[src/rtl/hazard_fwd_unit_gen.sv]
// Hazard detection and operand bypass control for the ID stage.
// It covers N producer stages and adds mul/div occupancy stalls and saturating performance counters.
module hazard_fwd_unit_gen #(
   parameter  int NSTG       = 2,
   parameter  int AW         = 5,
   parameter  int LOAD_STAGE = 1,
   parameter  int MD_LAT     = 4,
   parameter  int CNT_W      = 32,
   localparam int SW         = $clog2(2*NSTG+1)
) (
   input  logic                 clk,
   input  logic                 rst_n,
   input  logic                 r1_used,
   input  logic                 r2_used,
   input  logic [AW-1:0]        r1_in,
   input  logic [AW-1:0]        r2_in,
   input  logic [NSTG*AW-1:0]   stg_wreg,
   input  logic [NSTG-1:0]      stg_regwrite,
   input  logic [NSTG-1:0]      stg_memtoreg,
   input  logic                 id_md_op,
   input  logic                 id_hilo_rd,
   input  logic                 flush,
   input  logic                 clr_cnt,
   output logic [SW-1:0]        fwd_sel_a,
   output logic [SW-1:0]        fwd_sel_b,
   output logic                 stall,
   output logic                 load_use,
   output logic                 md_busy,
   output logic [CNT_W-1:0]     stall_cnt,
   output logic [CNT_W-1:0]     fwd_cnt
);

   localparam int MDW = $clog2(MD_LAT+1);

   typedef enum logic {IDLE, BUSY} md_state_t;

   md_state_t        state_q, state_d;
   logic [MDW-1:0]   cnt_q, cnt_d;
   logic [CNT_W-1:0] stall_cnt_q, stall_cnt_d;
   logic [CNT_W-1:0] fwd_cnt_q, fwd_cnt_d;

   logic [NSTG-1:0]  match_a, match_b;
   logic [SW:0]      res_a, res_b;
   logic             md_stall, issue;

   generate
      for (genvar gi = 0; gi < NSTG; gi++) begin : g_match
         assign match_a[gi] = r1_used & (r1_in != '0) & stg_regwrite[gi]
                            & (stg_wreg[gi*AW +: AW] == r1_in);
         assign match_b[gi] = r2_used & (r2_in != '0) & stg_regwrite[gi]
                            & (stg_wreg[gi*AW +: AW] == r2_in);
      end
   endgenerate

   // Returns {load_use, select}; scanning oldest to youngest lets the youngest match win.
   function automatic logic [SW:0] resolve(input logic [NSTG-1:0] m,
                                           input logic [NSTG-1:0] mtr);
      logic [SW:0] r;
      r = '0;
      for (int k = NSTG-1; k >= 0; k--) begin
         if (m[k]) begin
            if (!mtr[k])
               r = {1'b0, SW'(2*k+1)};
            else if (k >= LOAD_STAGE)
               r = {1'b0, SW'(2*k+2)};
            else
               r = {1'b1, {SW{1'b0}}};
         end
      end
      return r;
   endfunction

   always_comb begin
      res_a = resolve(match_a, stg_memtoreg);
      res_b = resolve(match_b, stg_memtoreg);
   end

   assign fwd_sel_a = res_a[SW-1:0];
   assign fwd_sel_b = res_b[SW-1:0];
   assign load_use  = res_a[SW] | res_b[SW];
   assign md_busy   = (state_q == BUSY);
   assign md_stall  = md_busy & (id_md_op | id_hilo_rd);
   assign stall     = load_use | md_stall;
   assign issue     = id_md_op & ~stall & ~flush;
   assign stall_cnt = stall_cnt_q;
   assign fwd_cnt   = fwd_cnt_q;

   always_comb begin
      state_d = state_q;
      cnt_d   = cnt_q;
      case (state_q)
         IDLE: begin
            if (issue) begin
               state_d = BUSY;
               cnt_d   = MDW'(MD_LAT);
            end
         end
         BUSY: begin
            cnt_d = cnt_q - MDW'(1);
            if (cnt_q == MDW'(1))
               state_d = IDLE;
         end
         default: begin
            state_d = IDLE;
            cnt_d   = '0;
         end
      endcase
   end

   always_comb begin
      stall_cnt_d = stall_cnt_q;
      fwd_cnt_d   = fwd_cnt_q;
      if (clr_cnt) begin
         stall_cnt_d = '0;
         fwd_cnt_d   = '0;
      end else begin
         if (stall && (stall_cnt_q != '1))
            stall_cnt_d = stall_cnt_q + CNT_W'(1);
         if (!stall && ((fwd_sel_a != '0) || (fwd_sel_b != '0)) && (fwd_cnt_q != '1))
            fwd_cnt_d = fwd_cnt_q + CNT_W'(1);
      end
   end

   always_ff @(posedge clk or negedge rst_n) begin
      if (!rst_n) begin
         state_q     <= IDLE;
         cnt_q       <= '0;
         stall_cnt_q <= '0;
         fwd_cnt_q   <= '0;
      end else begin
         state_q     <= state_d;
         cnt_q       <= cnt_d;
         stall_cnt_q <= stall_cnt_d;
         fwd_cnt_q   <= fwd_cnt_d;
      end
   end

endmodule
[config.mk]
export PLATFORM = sky130hd
export DESIGN_NAME = hazard_fwd_unit_gen
export DESIGN_NICKNAME = d
export VERILOG_FILES = /design/src/rtl/hazard_fwd_unit_gen.sv
export SDC_FILE = /design/constraint.sdc
export NUM_CORES = 1
export LEC_CHECK = 0
export CAP_MARGIN = 20
export CORE_MARGIN = 4
export CORE_UTILIZATION = 55
export CTS_BUF_LIST = sky130_fd_sc_hd__clkbuf_8
export DETAILED_ROUTE_END_ITERATION = 8
export GPL_ROUTABILITY_DRIVEN = 0
export GPL_TIMING_DRIVEN = 0
export PLACE_DENSITY_LB_ADDON = 0.3
export SETUP_SLACK_MARGIN = 0.2
export SLEW_MARGIN = 0
export SYNTH_ARGS = -nofsm -noshare
export SYNTH_HDL_FRONTEND = slang
export SYNTH_SLANG_ARGS = --single-unit
export TNS_END_PERCENT = 10
[constraint.sdc]
create_clock -name clk -period 7.3 [get_ports clk]
set_clock_uncertainty 0.1 [all_clocks]
set_input_delay 1.46 -clock clk [delete_from_list [all_inputs] [get_ports clk]]
set_output_delay 1.46 -clock clk [all_outputs]
set_load 0.02 [all_outputs]
==> impl_metrics.csv, run 1 <==
group,metric,value,unit
outcome,outcome,"finished, final reports clean",
synth,synth_top_cell_area_share,42.6,%
synth,synth_area_per_cell,8.79,sq um
synth,yosys-top-cells-count,"dfrtp_1 (68), a21oi_1 (41), nor2_1 (36)",
grt,first_global_vias,4027,
synth,number_of_flops_mapped_to_enable_cells_by_yosys,0,
routing,total_vias_in_the_final_route,4055,
worst_setup_path,type_of_the_worst_setup_path,"primary input to primary output",
timing,number_of_hold_slack_violations_in_the_final_timing_report,0,
grt,antenna_found_initial,0,
die,row_count,30,
synth,synthArstFlopShare,100,%
die,core_area,6940,sq um
worst_setup_path,startpoint_type,"primary input",
finish,area_growth,33.7,%
synth,synthCells,455,
synth,summed_instance_area_of_the_synthesized_netlist,4000,sq um
grt,grt_pass1_wl,19400,microns
timing,finalWorstPathRequiredPeriod,5.37,ns
power_and_ir_drop,total_leakage_power,2.01,nW
worst_hold_path,holdCritPathClass,"register to register",
clocking,clkSlewWorstSetupHoldPaths,0.07,ns
synth,syn_nets,491,
grt,global_route.usage.total,27.9,%
worst_setup_path,crit_path_max_fo,6,
routing,antenna_left,0,
die,number_of_top_level_pins,105,
routing,wl,11600,microns
clocking,cts_made_buffers,9,
timing,final_critical_path_setup_slack,1.93,ns
die,floorplan.die_area,8700,sq um
clocking,cts_setup_buffers,0,
grt,globalRoute.totalOverflow,0,
clocking,clk-insertion-delay-late,0.36,ns
timing,achievable-frequency,186,MHz
die,die_w,93.3,microns
clocking,ctsHtreeMaxLevel,3,
die,effective_utilization_at_floorplan,57.6,%
finish,number_of_antenna_diodes,0,
grt,grt_start_max_net_pins,69,
finish,final_util,77.0,%
clocking,cts-hold-fix-buffers,0,
routing,post_drt_wl_per_cell,17.3,microns
clocking,cts_buffer_depth,2,
clocking,clock-sinks,68,
place,dp_hpwl,8260,microns
worst_setup_path,worstSetupEndpointType,"primary output",
routing,dr.first_iter.drc_count,253,
synth,synth-seq-area-share,42.6,%
timing,timing.slew.headroom,43.0,%
power_and_ir_drop,power.total,0.000878,W
timing,max_slew.worst_pin.slew,0.855,ns
synth,yosys-top-cells-area,"dfrtp_1 (43%), xor2_1 (6.6%), a21oi_1 (5.1%)",
worst_setup_path,worst-endpoint-arrival,3.81,ns
routing,post-route-drc-count,0,
finish,fill_cells,499,
timing,final_min_period_over_clock_period,73.6,%
synth,synth_most_common_cell,"dfrtp_1",
flow_run,cap_viol_max_count,0,
power_and_ir_drop,p_per_area,164,nW/um^2
die,die_height,93.3,microns
synth,dominantRegCellSynth,"dfrtp_1",
clocking,clock_tree.root_cell,"clkbuf_8",
clocking,post_cts.resized_instances,0,
timing,final-max-slew-violation-count,0,
synth,synth.largest_area_cell,"dfrtp_1",
place,pre_cts_slack,1.96,ns
routing,route.detailed.vias_per_inst,6.05,
timing,timing.setup.tns,0,ns
timing,rsz0062_at_grt,"false",
synth,synth_seq_cells,68,
timing,setup_violations,0,
worst_setup_path,required,5.74,ns
finish,num-nets-final,605,
routing,detail_route.first_pass.iterations,4,
power_and_ir_drop,ir_worst_vdd,120,uV
place,number_of_port_buffers,103,
synth,synthDistinctLibCells,41,
finish,final_layout_size_suffix_gt1_share,4.70,%
synth,synth_warnings,0,
clocking,cts_tree,"yes",
[power by group]
part / internal (W) / switching, W
clock: 0.000159 / 0.000157
combinational: 0.0000636 / 0.0000897
sequential: 0.000392 / 0.0000178
[registers in the layout, summed over array words and instances (netlist names)]
signal,count
cnt_q,3
fwd_cnt,32
md_busy,1
stall_cnt,32
[worst paths after layout]
path	from	to	slack, ns	depth (start not counted)
max	r1_in[4]	load_use	1.93	7
min	cnt_q[1]	cnt_q[1]	0.41	2
max reg2reg	stall_cnt[7]	stall_cnt[7]	4.47	10
min reg2reg	cnt_q[1]	cnt_q[1]	0.41	2
max in group asynchronous	rst_n	fwd_cnt[15]	5.44	1
min in group asynchronous	rst_n	stall_cnt[21]	1.12	1
[stage by stage]
| stage | instances | hold WS (ns) | cell area (sq um) |
|---|---|---|---|
| after global placement | 654 | 0.369 | 5150 |
| final | 670 | 0.415 | 5350 |
| after floorplan | 455 | 0.350 | 4000 |
| after detailed placement | 654 | 0.406 | 5150 |
| after CTS | 670 | 0.422 | 5350 |
| after global routing | 670 | 0.455 | 5350 |
[cells by family (layout without fill, tap and decap cells)]
group                    count (synthesis)  in the layout  share of synthesized area [%]
AND/OR/NAND/NOR                        204            204                           28.0
adder cells (fa/ha/maj)                  4              4                           1.25
buffers and inverters                   38            157                           3.91
multiplexers                             3              3                          0.814
flip-flops                              68             68                           42.6
XOR/XNOR                                39             39                           8.54
AO/OA/AOI/OAI                           99             99                           14.9
[final cells by class]
class | instances | area, sq um | share of cell area, %
buffer | 19 | 85.1 | 1.59
multi-input combinational | 349 | 2140 | 40.0
inverter | 19 | 71.3 | 1.33
clock inverter | 7 | 75.1 | 1.40
timing repair buffer | 103 | 1030 | 19.2
sequential | 68 | 1700 | 31.8
tap | 96 | 120 | 2.25
clock buffer | 9 | 124 | 2.32
[cells in the final DEF (no fill, tap or decap), types with 2 or more instances in the layout]
| master | synthesis | routed |
|---|---|---|
| inv_1 | 19 | 19 |
| nor4_1 | 9 | 9 |
| clkbuf_8 | 0 | 9 |
| clkinvlp_4 | 0 | 3 |
| xnor2_1 | 9 | 9 |
| nor2_1 | 36 | 36 |
| o21ai_0 | 6 | 6 |
| o31a_1 | 3 | 3 |
| nand2_1 | 33 | 33 |
| o31ai_1 | 17 | 17 |
| or4_1 | 19 | 19 |
| and2_1 | 4 | 4 |
| ha_1 | 4 | 4 |
| or3_1 | 24 | 24 |
| xor2_1 | 30 | 30 |
| a21oi_1 | 41 | 41 |
| nand4_1 | 22 | 22 |
| o22ai_1 | 2 | 2 |
| clkbuf_1 | 13 | 13 |
| nand2b_1 | 2 | 2 |
| nand3_1 | 32 | 32 |
| and4_1 | 5 | 5 |
| nor3_1 | 5 | 5 |
| buf_2 | 5 | 5 |
| a31oi_1 | 2 | 2 |
| o21ai_1 | 16 | 16 |
| a21o_1 | 3 | 3 |
| and3_1 | 9 | 9 |
| dfrtp_1 | 68 | 68 |
| o21a_1 | 4 | 4 |
| clkdlybuf4s50_1 | 0 | 102 |
[routing by layer]
layer	GRT usage (%)	part of all wire (%)	vias to the layer above
li1	-	-	1910
met1	35.2	41	1962
met2	47.1	51	161
met3	4.34	6.0	22
met4	12.7	2.1	0
met5	0	0	-
[critical path, stage by stage]
cell,delay [ns]
clkdlybuf4s50_1,0.49
xor2_1,0.17
nor4_1,0.38
nand4_1,0.30
a21bo_4,0.33
inv_1,0.07
clkdlybuf4s50_1,0.60
No activity file was read; power rests on OpenSTA's default activity.
==> run 2: changes to the inputs <==
--- a/config.mk
+++ b/config.mk
@@ -7,7 +7,7 @@
 export LEC_CHECK = 0
 export CAP_MARGIN = 20
 export CORE_MARGIN = 4
-export CORE_UTILIZATION = 55
+export CORE_UTILIZATION = 46
 export CTS_BUF_LIST = sky130_fd_sc_hd__clkbuf_8
 export DETAILED_ROUTE_END_ITERATION = 8
 export GPL_ROUTABILITY_DRIVEN = 0
==> constraint.sdc (replaced) <==
create_clock -name clk -period 4.5 [get_ports clk]
set_clock_uncertainty 0.1 [all_clocks]
set_input_delay 0.9 -clock clk [delete_from_list [all_inputs] [get_ports clk]]
set_output_delay 0.9 -clock clk [all_outputs]
set_load 0.02 [all_outputs]
==> run 2 against run 1 <==
Effect of this change: design area down 0.19%; clock power up 43%; highest routed layer unchanged; hold slack worse by 0.017 ns; worst setup slack worse by 1.6 ns; critical endpoint is now fwd_sel_b[0]; final cell count up 1.3%; combinational power up 60%; count of clock-buffer cells in the layout up 1; die area up 18%.
==> impl_metrics.csv, run 2 (same netlist as run 1, synthesis figures left out) <==
group,metric,value,unit
die,die_height,101,microns
die,core_area,8340,sq um
worst_setup_path,crit_path_max_fo,5,
routing,post-route-drc-count,0,
place,post-place-cells,663,
routing,total_vias_in_the_final_route,3944,
worst_hold_path,min_to,"cnt_q[1]",
power_and_ir_drop,p_per_area,255,nW/um^2
worst_setup_path,reg2reg_setup_slack,1.70,ns
finish,num-nets-final,605,
clocking,cts_tree,"yes",
power_and_ir_drop,ir_worst_vdd,162,uV
timing,rsz0062_at_grt,"false",
worst_setup_path,worst_r2r_startpoint,"stall_cnt[22]",
timing,final_min_period_over_clock_period,92.2,%
finish,layout.cells.most_common_list,"clkdlybuf4s50_1 (102), dfrtp_1 (68), a21oi_1 (41), nor2_1 (36), nand2_1 (33)",
clocking,cts_made_buffers,9,
worst_hold_path,min_delay_path_depth,2,
clocking,clk-insertion-delay-late,0.33,ns
worst_setup_path,regToRegEndpoint,"stall_cnt[17]",
finish,fin_area,5340,sq um
die,effective_utilization_at_floorplan,47.9,%
timing,max_slew.worst_pin.slew,0.863,ns
finish,number_of_antenna_diodes,0,
worst_setup_path,worstSetupEndpointType,"primary output",
routing,post_drt_wl_per_cell,16.1,microns
worst_setup_path,timing.reg2reg.worst_path_depth,10,
place,number_of_port_buffers,103,
die,floorplan.die_area,10200,sq um
flow_run,cap_viol_max_count,0,
finish,finalNonFillerCells,679,
worst_setup_path,type_of_the_worst_setup_path,"primary input to primary output",
routing,antenna_left,0,
finish,area_growth,33.5,%
outcome,outcome,"finished, final reports clean",
finish,mostFrequentLayoutCell,"clkdlybuf4s50_1",
place,dp_hpwl,8040,microns
routing,route.detailed.vias_per_inst,5.81,
routing,wl,11000,microns
grt,first_global_vias,3903,
clocking,clkSlewWorstSetupHoldPaths,0.07,ns
clocking,cts_setup_buffers,0,
clocking,cts-hold-fix-buffers,0,
worst_setup_path,required,3.50,ns
grt,global_route.usage.total,21.8,%
timing,finalWorstPathRequiredPeriod,4.15,ns
finish,final_layout_size_suffix_gt1_share,4.70,%
worst_hold_path,min_from,"cnt_q[1]",
clocking,ctsHtreeMaxLevel,3,
grt,antenna_found_initial,0,
clocking,cts_buffer_depth,2,
grt,globalRoute.totalOverflow,0,
routing,dr.first_iter.drc_count,206,
die,row_count,33,
power_and_ir_drop,total_leakage_power,2.01,nW
clocking,clock_tree.root_cell,"clkbuf_8",
timing,final-max-slew-violation-count,0,
die,number_of_top_level_pins,105,
place,dpl-instance-area,5160,sq um
grt,grt_pass1_wl,18300,microns
worst_setup_path,worst-endpoint-arrival,3.15,ns
die,die_w,101,microns
clocking,clock-sinks,68,
grt,grt_start_max_net_pins,69,
power_and_ir_drop,power.total,0.00136,W
clocking,post_cts.resized_instances,0,
timing,timing.setup.tns,0,ns
timing,timing.slew.headroom,42.5,%
timing,achievable-frequency,241,MHz
worst_hold_path,holdCritPathClass,"register to register",
timing,number_of_hold_slack_violations_in_the_final_timing_report,0,
routing,detail_route.first_pass.iterations,5,
timing,setup_violations,0,
worst_setup_path,startpoint_type,"primary input",
-- run 2: cell types whose count changed in the layout (fill, tap and decap cells not counted) --
cell        before  now
clkinvlp_4       3    1
clkinv_2         1    3
clkbuf_8         9   10
clkinv_4         1    2
inv_6            1    0
bufinv_16        1    0
-- run 2: final cells by class --
type,count,area (sq um)
multi-input cells,349,2140
well taps,105,131
plain buffers,19,85.1
clock inverters,6,40.0
inverters,19,71.3
repair buffers,103,1030
flip-flops and latches,68,1700
clock buffers,10,138
fillers,698,3010
-- run 2: worst max path at each step --
stage                        start           end  slack, ns  cells past startpoint
after floorplan           r2_in[3]  fwd_sel_b[0]       1.33                      5
after global placement       rst_n  stall_cnt[3]       0.04                      1
after detailed placement  r2_in[3]  fwd_sel_b[0]       0.33                      7
after CTS                 r2_in[3]  fwd_sel_b[0]       0.33                      7
after global routing      r2_in[3]  fwd_sel_b[0]       0.22                      7
final                     r2_in[3]  fwd_sel_b[0]       0.35                      7
-- run 2: where the power goes --
group | leakage [nW] | total (W) | internal (W) | switching [W]
logic | 0.984 | 0.000245 | 0.000104 | 0.000141
clock network | 0.0920 | 0.000451 | 0.000214 | 0.000237
registers | 0.938 | 0.000662 | 0.000636 | 0.0000263
-- run 2: through the flow --
stage	setup WS [ns]	util, %	hold WS (ns)
5_1_grt	0.224	64.0	0.451
3_3_place_gp	0.0408	61.9	0.367
6_report	0.349	64.0	0.398
4_1_cts	0.332	64.0	0.397
2_1_floorplan	1.33	-	0.350
3_5_place_dp	0.335	61.8	0.379
-- run 2: routing by layer --
| layer | GRT usage (%) | share of wire [%] | up-vias |
|---|---|---|---|
| met5 | 0 | 0 | - |
| met1 | 30.1 | 45 | 1901 |
| met2 | 35.4 | 48 | 123 |
| li1 | - | - | 1910 |
| met3 | 3.37 | 5.5 | 10 |
| met4 | 6.44 | 1.1 | 0 |
-- run 2: worst max-delay path, cell delays in order --
cell and delay [ns]:
clkdlybuf4s50_1 0.46, or4_1 0.54, o21ai_1 0.17, nand4b_2 0.20, nand2b_1 0.11, o22ai_1 0.13
clkdlybuf4s50_1 0.63
